**config.mk**
```make
export PLATFORM = sky130hd
export DESIGN_NAME = liteeth_sram_fifo_ctrl
export DESIGN_NICKNAME = d
export VERILOG_FILES = /design/src/rtl/liteeth_sram_fifo_ctrl.sv
export SDC_FILE = /design/constraint.sdc
export NUM_CORES = 1
export LEC_CHECK = 0
export CAP_MARGIN = 0
export CELL_PAD_IN_SITES_DETAIL_PLACEMENT = 1
export CELL_PAD_IN_SITES_GLOBAL_PLACEMENT = 1
export CORE_MARGIN = 8
export CORE_UTILIZATION = 40
export CTS_CLUSTER_DIAMETER = 150
export DETAILED_ROUTE_END_ITERATION = 12
export DONT_BUFFER_PORTS = 1
export HOLD_SLACK_MARGIN = 0.08
export PLACE_DENSITY = 0.66
export SLEW_MARGIN = 20
export SYNTH_ARGS = -nofsm -noshare
export SYNTH_HDL_FRONTEND = slang
export SYNTH_SLANG_ARGS = --single-unit
```
**constraint.sdc**
```tcl
create_clock -name sys_clk -period 3.6 [get_ports sys_clk]
set_input_delay 0.72 -clock sys_clk [delete_from_list [all_inputs] [get_ports sys_clk]]
set_output_delay 0.72 -clock sys_clk [all_outputs]
set_load 0.02 [all_outputs]
```
**src/rtl/liteeth_sram_fifo_ctrl.sv**
```systemverilog
// Stream FIFO over a 64x64 1RW1R SRAM macro: RW port writes, R port reads.
// A 2-entry output buffer hides the 1-cycle read latency (first-word-fall-through).
module liteeth_sram_fifo_ctrl #(
    parameter int DATA_WIDTH = 64,
    parameter int ADDR_WIDTH = 6,
    parameter int DEPTH      = 64
) (
    input  logic                  sys_clk,
    input  logic                  sys_rst,
    input  logic                  sink_valid,
    output logic                  sink_ready,
    input  logic [DATA_WIDTH-1:0] sink_data,
    output logic                  source_valid,
    input  logic                  source_ready,
    output logic [DATA_WIDTH-1:0] source_data,
    output logic [6:0]            level,
    output logic                  mem_rw_ce,
    output logic                  mem_rw_we,
    output logic [ADDR_WIDTH-1:0] mem_rw_addr,
    output logic [DATA_WIDTH-1:0] mem_rw_wd,
    output logic                  mem_r_ce,
    output logic [ADDR_WIDTH-1:0] mem_r_addr,
    input  logic [DATA_WIDTH-1:0] mem_r_rd
);

    localparam int PW = ADDR_WIDTH + 1;

    logic [PW-1:0]         wr_ptr;
    logic [PW-1:0]         rd_ptr;
    logic [PW-1:0]         ram_count;
    logic                  in_flight;
    logic                  head;
    logic [1:0]            occ;
    logic [1:0]            occ_next;
    logic [DATA_WIDTH-1:0] obuf [2];
    logic                  tail;
    logic                  push;
    logic                  pop;
    logic                  fetch;

    always_comb begin
        ram_count    = wr_ptr - rd_ptr;
        sink_ready   = !sys_rst && (ram_count != PW'(DEPTH));
        push         = sink_valid && sink_ready;
        source_valid = !sys_rst && (occ != 2'd0);
        pop          = source_valid && source_ready;
        // occ + in_flight never exceeds 2, so two bits cannot overflow
        occ_next     = occ + {1'b0, in_flight} - {1'b0, pop};
        fetch        = !sys_rst && (ram_count != '0) && (occ_next < 2'd2);
        tail         = head ^ occ[0];
    end

    always_comb begin
        mem_rw_ce   = push;
        mem_rw_we   = push;
        mem_rw_addr = wr_ptr[ADDR_WIDTH-1:0];
        mem_rw_wd   = sink_data;
        mem_r_ce    = fetch;
        mem_r_addr  = rd_ptr[ADDR_WIDTH-1:0];
        source_data = sys_rst ? '0 : obuf[head];
        level       = sys_rst ? 7'd0
                    : 7'(ram_count) + 7'(in_flight) + 7'(occ);
    end

    always_ff @(posedge sys_clk) begin
        if (sys_rst) begin
            wr_ptr    <= '0;
            rd_ptr    <= '0;
            in_flight <= 1'b0;
            head      <= 1'b0;
            occ       <= 2'd0;
            obuf[0]   <= '0;
            obuf[1]   <= '0;
        end else begin
            wr_ptr    <= wr_ptr + PW'(push);
            rd_ptr    <= rd_ptr + PW'(fetch);
            in_flight <= fetch;
            if (in_flight) obuf[tail] <= mem_r_rd;
            if (pop) head <= ~head;
            occ       <= occ_next;
        end
    end

endmodule

```
After elaboration in Yosys (flattened, before gate mapping):

Memories as Yosys holds them, arrays and structs flattened. A register that Yosys moved wholly into a read port is not among the register bits.
Cells that the tools add are included.

* register bits after elaboration: 18
* RAM bits: 128
* output and inout port bits: 152
* memories kept: 1

Memory list
* obuf: words 2, bits a word 64, read ports 1, clocked after Yosys merged registers in 1, write ports 2, line 35 `logic [DATA_WIDTH-1:0] obuf [2];`

* muxes and demuxes: 12
* magnitude comparators: 1
* add/sub/neg operators: 7
* eq/ne operators: 1
* reductions and logical operators: 10
* bitwise gates (word level): 2

Operator list (number)
* two-way mux 64 bit: 2
* OR reduction 64 bit: 1
* adder 7 x 1 -> 7 bit: 3
* two-way mux 1 bit: 9
* adder 7 x 2 -> 7 bit: 1
* two-way mux 7 bit: 1
* != test 7 bit, second input constant: 1
* nonzero test 7 bit: 1
* subtractor 7 bit: 1
* logical AND 1 bit: 6
* adder 2 x 1 -> 2 bit: 1
* < comparator 2 bit, second input constant: 1
* nonzero test 2 bit: 1
* subtractor 2 x 1 -> 2 bit: 1
* zero test 1 bit: 1
* inverter 1 bit: 1
* XOR 1 bit: 1

Depth between registers and ports, before layout:

Gate-level depths: netlist of the first run.

* depth in word-level cells: 7
* depth in mapped cells: 16
* depth with buffers taken out: 16

Least setup slack after synthesis of the first run:

Ideal clock, no wire load.

* kind: input port to flip-flop
* from: input sys_rst
* to: register rd_ptr[6]
* library setup time: 0.128 ns
* data arrival time: 3.609 ns
* stages on the path: 15
* path buffers: 1
* setup slack: -0.137 ns
* cells stage by stage: buf_6 -> nor2_1 -> and2_1 -> ha_1 -> inv_1 -> ha_1 -> xnor2_1 -> xnor2_1 -> a211oi_1 -> ha_1 -> ha_1 -> nand3_1 -> nor3_1 -> xnor2_1 -> nor2_1

* cells in the longest elaborated chain, start to end: 7

RTL lines
* start, declared: line 9 `input logic sys_rst,`
* zero test 1 bit: line 45 `source_valid = !sys_rst && (occ != 2'd0);`
* logical AND 1 bit: line 45
* via source_valid: line 13 `output logic source_valid,`
* logical AND 1 bit: line 46 `pop = source_valid && source_ready;`
* via pop: line 38 `logic pop;`
* subtractor 2 x 1 -> 2 bit: line 48 `occ_next = occ + {1'b0, in_flight} - {1'b0, pop};`
* < comparator 2 bit: line 49 `fetch = !sys_rst && (ram_count != '0) && (occ_next < 2'd2);`
* logical AND 1 bit: line 49
* via mem_r_ce: line 21 `output logic mem_r_ce,`
* adder 7 x 1 -> 7 bit: line 76 `rd_ptr <= rd_ptr + PW'(fetch);`
* end signal, assigned: line 76
* end, declared: line 29 `logic [PW-1:0] rd_ptr;`

The timed path passes the listed nets, and every way through them passes these cells.
A chain may end at the register's enable or synchronous reset.

Final worst setup path of the first run:

* from: register wr_ptr[0]
* to: output mem_rw_we

* cells in the longest elaborated chain, start to end: 4

RTL lines
* start, declared: line 28 `logic [PW-1:0] wr_ptr;`
* start signal, assigned: line 75 `wr_ptr <= wr_ptr + PW'(push);`
* subtractor 7 bit: line 42 `ram_count = wr_ptr - rd_ptr;`
* != test 7 bit: line 43 `sink_ready = !sys_rst && (ram_count != PW'(DEPTH));`
* logical AND 1 bit: line 43
* logical AND 1 bit: line 44 `push = sink_valid && sink_ready;`
* end, declared: line 18 `output logic mem_rw_we,`

Every way passes these cells.

==> flow_summary.toml, run 1 <==
[floorplan]
num_io_pins = 284
row_count = 50
initial_core_util_pct = 40.6
fp.dieH_um = 153
core-area_sq_um = 18600
dieArea_sq_um = 23600
die_w_um = 153

[cts]
cts_tree = "yes"
clock_latency_ns = 0.42
cts.sinks = 147
clockRootBuffer = "clkbuf_16"
cts_buffers = 17
clkSlewWorstSetupHoldPaths_ns = 0.06
post_cts_buffers = 0
clock_path_buffers = 2
htree_levels = 4
cts_hold_buf = 0

[timing]
rsz0062_at_grt = "true"
worstMarginPinSlew_ns = 0.984
fin_setup_tns_ns = 0
final_hold_viol_count = 0
drv_slew = 0
relSlewSlack_pct = 34.4
fin_worst_skew_ns = 0.00868
finalCritPeriodShare_pct = 98.6
fmax_ghz = 0.282
fin_crit_ns = 3.55
setup-violations-final = 0

[worst_setup_path]
arrival_ns = 2.83
startpoint_type = "register"
critPathKind = "register to output pin"
crit_fanout = 4
cp-end-kind = "output pin"
crit_start = "wr_ptr[0]"
rrSetupSlack_ns = 0.33
r2r_cells = 16
crit_path_end = "mem_rw_we"
rr_endpoint = "rd_ptr[6]"
r2r_start = "wr_ptr[0]"
required_ns = 2.88

[grt]
grt_pass1_vias = 4376
grt_pass1_wl_mm = 25.9
antenna_found_initial = 0
grtUsageTotal_pct = 14.4
grt_max_degree = 98
grt-ovfl-total = 0

[placed_design]
gp_congestion = 0.837
dpl.hpwl_mm = 11.4
portBuffers = 0

[logic_synthesis]
syn_avg_cell_area_sq_um = 11.8
ys_seq_area_share_pct = 55.9
ys_ff_latch = 147
syn-instance-count = 639
synth_cell_types = 41
synth_fp_nets = 787
synth_warnings = 0
synth_area_sq_um = 7560

[pwr]
powerDensity_nw_per_um2 = 706
pwr-share-comb_pct = 25.5
p_sw_uw = 1790
vdd_drop_max_mv = 0.329
pwr-share-clk_pct = 33.0
total_power_uw = 5570
switching_share_pct = 32.1
intPower_uw = 3780
seq_power_share_pct = 41.6
p_leak_uw = 0.00289

[drt]
antenna_left = 0
remaining_drc_errors = 0
vias = 4114
drt_iter0_markers = 127
avgViaCountPerCell = 5.10
wirelength_mm = 17.1
wl_per_cell_um = 21.2
drt_first_pass_iters = 4

[final_layout]
layout.nets = 708
antennaDiodeCount = 0
areaGrowthSynthToFinish_pct = 4.32
final_cell_mix = "and2_1, edfxtp_1, nor2_1"
layout_commonest_cell = "and2_1"
layout-drive-gt1-share_pct = 10.8

[outcome]
status = "complete, no violations"

[run]
drv_cap = 0

[worst_hold_path]
hold_path_class = "input port to register"
==> timing repair <==
item,CTS,global route
pin swaps,0,1
setup endpoints to repair,4,6
gates resized for setup,2,5
==> critical path, cell delays in order, from the launching register on <==
cell      delay [ns]
dfxtp_4         0.37
inv_1           0.06
ha_1            0.15
inv_1           0.07
fa_2            0.37
a211oi_2        0.25
nor2_2          0.09
xor2_2          0.26
nor4_1          0.08
and3_4          0.22
a21oi_1         0.25
buf_4           0.24
==> registers in the layout, summed over array words and instances, names as in the netlist, named ones only <==
register	cells
head	1
obuf	128
rd_ptr	7
in_flight	1
occ	2
wr_ptr	7
==> through the flow <==
stage	hold slack, ns	setup slack (ns)	utilization, %	instance area (sq um)	std cells
after floorplan	0.505	0.110	-	7560	639
final	0.362	0.0510	42.3	7890	807
after global routing	0.345	-0.0499	42.3	7890	807
after CTS	0.337	0.0110	42.2	7870	807
after detailed placement	0.534	0.297	38.9	7250	775
after global placement	0.531	0.380	38.9	7250	775
==> worst min path at each step <==
stage	start	end	slack (ns)	cells after the start
floorplan	rd_ptr[6]	rd_ptr[6]	0.50	2
detailed placement	rd_ptr[6]	rd_ptr[6]	0.53	2
finish	sys_rst	register	0.36	1
global route	sys_rst	occ[1]	0.34	1
global placement	wr_ptr[6]	wr_ptr[6]	0.53	2
CTS	sys_rst	wr_ptr[0]	0.34	1
==> cell type report <==
class,count,area (sq um)
fill,1925,10800
sequential,147,4230
timing repair buffer,11,95.1
multi-input combinational,371,2610
clock inverter,15,186
clock buffer,17,425
tap,234,293
inverter,12,45.0
==> power by group through the flow <==
stage               registers, uW  clock network (uW)  logic [uW]
finish                       2310                1840        1420
global route                 2340                1940        1550
CTS                          2320                1890        1440
detailed placement           2350                   0        1430
global placement             2330                   0        1390
floorplan                    2320                   0        1230
==> metal layers <==
layer,GRT usage [%],part of all wire [%],vias to the layer above
li1,-,-,1910
met1,14.4,37,2020
met2,23.9,49,137
met3,7.05,10,47
met4,8.35,3.9,0
met5,0,0,-
==> cells in the mapped netlist (all sizes together) <==
cell / number / area, sq um
ha: 13 / 163
buf: 90 / 654
nor2b: 10 / 62.6
a221oi: 1 / 8.76
nor2: 87 / 329
xor2: 7 / 68.8
nor4: 1 / 6.26
dfxtp: 19 / 380
edfxtp: 128 / 3840
mux2i: 65 / 651
xnor2: 17 / 164
a21oi: 4 / 23.8
clkbuf: 19 / 72.6
and2: 130 / 813
or2b: 1 / 8.76
and3: 4 / 30.0
nor3: 5 / 30.0
or2: 2 / 12.5
fa: 3 / 60.1
o21bai: 1 / 7.51
nand2b: 4 / 25.0
nand2: 1 / 3.75
o21ai: 1 / 5.00
a211oi: 3 / 27.5
inv: 12 / 45.0
o2bb2ai: 1 / 8.76
a21o: 1 / 7.51
and2b: 1 / 7.51
nand3: 8 / 40.0
==> cells by family after synthesis <==
family          after synthesis  share of synthesized area, %
xor+xnor                     24                          3.08
mux                          65                          8.61
fa+ha+maj                    16                          2.95
simple gates                254                          18.1
buf+inv                     121                          10.2
compound gates               12                          1.18
flops                       147                          55.9
(Power assumes the default switching activity.)
==> run 2, diff against run 1 <==
--- a/config.mk
+++ b/config.mk
@@ -5,16 +5,16 @@
 export SDC_FILE = /design/constraint.sdc
 export NUM_CORES = 1
 export LEC_CHECK = 0
-export CAP_MARGIN = 0
+export BUFFER_PORTS_ARGS = -buffer_cell sky130_fd_sc_hd__buf_2
+export CAP_MARGIN = 20
 export CELL_PAD_IN_SITES_DETAIL_PLACEMENT = 1
 export CELL_PAD_IN_SITES_GLOBAL_PLACEMENT = 1
 export CORE_MARGIN = 8
-export CORE_UTILIZATION = 40
+export CORE_UTILIZATION = 38
 export CTS_CLUSTER_DIAMETER = 150
 export DETAILED_ROUTE_END_ITERATION = 12
-export DONT_BUFFER_PORTS = 1
 export HOLD_SLACK_MARGIN = 0.08
-export PLACE_DENSITY = 0.66
+export PLACE_DENSITY = 0.8
 export SLEW_MARGIN = 20
 export SYNTH_ARGS = -nofsm -noshare
 export SYNTH_HDL_FRONTEND = slang
==> run 2 against run 1 <==
  * Final cell count up 23%
  * Total power up 4.2%
  * Via count up 16%
  * Count of clock-buffer cells in the layout unchanged
  * Critical path type unchanged
  * Critical endpoint is now level[5]
==> flow_summary.toml, run 2 (synthesis gave the netlist of run 1 again) <==
[outcome]
status = "complete, no violations"

[worst_setup_path]
cpMostUsedCell = "buf_4"
critPathMaxStageDelay_ns = 0.35
required_ns = 2.88
arrival_ns = 2.75
critPathKind = "register to output pin"
cp-end-kind = "output pin"
crit_chain = "inv_1 -> ha_2 -> inv_1 -> fa_2 -> a211oi_2 -> buf_4 -> nor2_2 -> xor2_2 -> buf_4 -> nand3_2 -> and3_4 -> nor3_2 -> buf_4"
cpMaxStageDelayCell = "fa_2"
path_buf_inv = 5
crit_family = "buffers and inverters"
crit_fanout = 3
startpoint_type = "register"

[final_layout]
areaGrowthSynthToFinish_pct = 15.5
layoutNonFillerInstCount = 996
antennaDiodeCount = 0
postLayoutCellArea_sq_um = 8730
layout.nets = 866
largest_reg_flops = 128
reg_top3 = "obuf x128, rd_ptr x7, wr_ptr x7"
layout_commonest_cell = "buf_2"
largest-register = "obuf"
layout-drive-gt1-share_pct = 31.1
final_cell_mix = "buf_2, and2_1, edfxtp_1"

[grt]
grt_max_degree = 65
antenna_found_initial = 4
grt-ovfl-total = 0
use_met3_pct = 5.24
grtUsageTotal_pct = 15.9
grt_pass1_wl_mm = 29.5
grt_pass1_vias = 5469
use_met1_pct = 16.0
gr-max-usage-layer = "met2"
use_met2_pct = 27.6

[floorplan]
initial_core_util_pct = 38.7
core-area_sq_um = 19500
die_w_um = 157
dieArea_sq_um = 24700
row_count = 51
num_io_pins = 284
fp.dieH_um = 157

[pwr]
powerDensity_nw_per_um2 = 664
p_leak_uw = 0.00361
total_power_uw = 5800
vdd_drop_max_mv = 0.314

[timing]
final_hold_viol_count = 0
fin_setup_tns_ns = 0
relSlewSlack_pct = 51.1
finalCritPeriodShare_pct = 96.4
fin_crit_ns = 3.47
setup-violations-final = 0
drv_slew = 0
worstMarginPinSlew_ns = 0.733
rsz0062_at_grt = "true"
fmax_ghz = 0.288
fin_worst_skew_ns = 0.0160
hold_slack_ns = 0.556

[cts]
clockRootBuffer = "clkbuf_16"
cts_tree = "yes"
cts.sinks = 147
clock_latency_ns = 0.42
cts_buffers = 17
clkSlewWorstSetupHoldPaths_ns = 0.06
clock_path_buffers = 2
htree_levels = 4

[drt]
drt_first_pass_iters = 4
wl_per_cell_um = 19.4
antenna_left = 0
drt_iter0_markers = 211
wirelength_mm = 19.4
remaining_drc_errors = 0
vias = 4787
avgViaCountPerCell = 4.81

[worst_hold_path]
hold_path_class = "register to register"

[placed_design]
portBuffers = 155
placed_area_sq_um = 8060
place_inst = 959
gp_congestion = 0.763
dpl.hpwl_mm = 13.4

[run]
drv_cap = 0
==> run 2: worst paths after layout <==
path | cells after the start | slack [ns] | from | to
worst min-delay path | 2 | 0.56 | wr_ptr[6] | wr_ptr[6]
worst max register to register | 18 | 0.28 | wr_ptr[0] | rd_ptr[6]
worst max-delay path | 13 | 0.13 | wr_ptr[0] | level[5]
worst min register to register | 2 | 0.56 | wr_ptr[6] | wr_ptr[6]
==> run 2: power by group <==
part / internal, uW / switching [uW]
combinational: 688 / 991
sequential: 2210 / 136
clock: 989 / 790
total: 3890 / 1920
==> run 2: per-stage QoR <==
step,utilization [%],setup slack [ns]
2_1_floorplan,-,0.110
3_3_place_gp,41.3,0.475
3_5_place_dp,41.3,0.353
4_1_cts,44.3,0.0138
5_1_grt,44.7,-0.0454
6_report,44.7,0.129
==> run 2: timing repair <==
item | in CTS | in global routing
resized for setup | 0 | 16
endpoints found under the setup margin | 0 | 6
hold buffers | 0 | 0
buffers inserted | 0 | 5
==> run 2: tightest hold or removal path: stages (launching register included) <==
cell and delay, ns:
dfxtp_1 0.37, xnor2_1 0.09, nor2_1 0.07
==> run 2: layout make-up <==
cell class | instances | area [sq um]
Multi-Input combinational cell | 371 | 2620
Clock inverter | 15 | 164
Clock buffer | 17 | 425
Fill cell | 2167 | 10800
Tap cell | 265 | 332
Sequential cell | 147 | 4230
Inverter | 12 | 45.0
Timing Repair Buffer | 169 | 916
==> run 2: routing by layer <==
layer | up-vias | part of all wire (%) | wire, um
met3 | 89 | 7.0 | 1360
met4 | 6 | 6.5 | 1260
met2 | 131 | 50 | 9750
li1 | 2220 | - | -
met1 | 2341 | 36 | 6970
met5 | - | 0.18 | 35
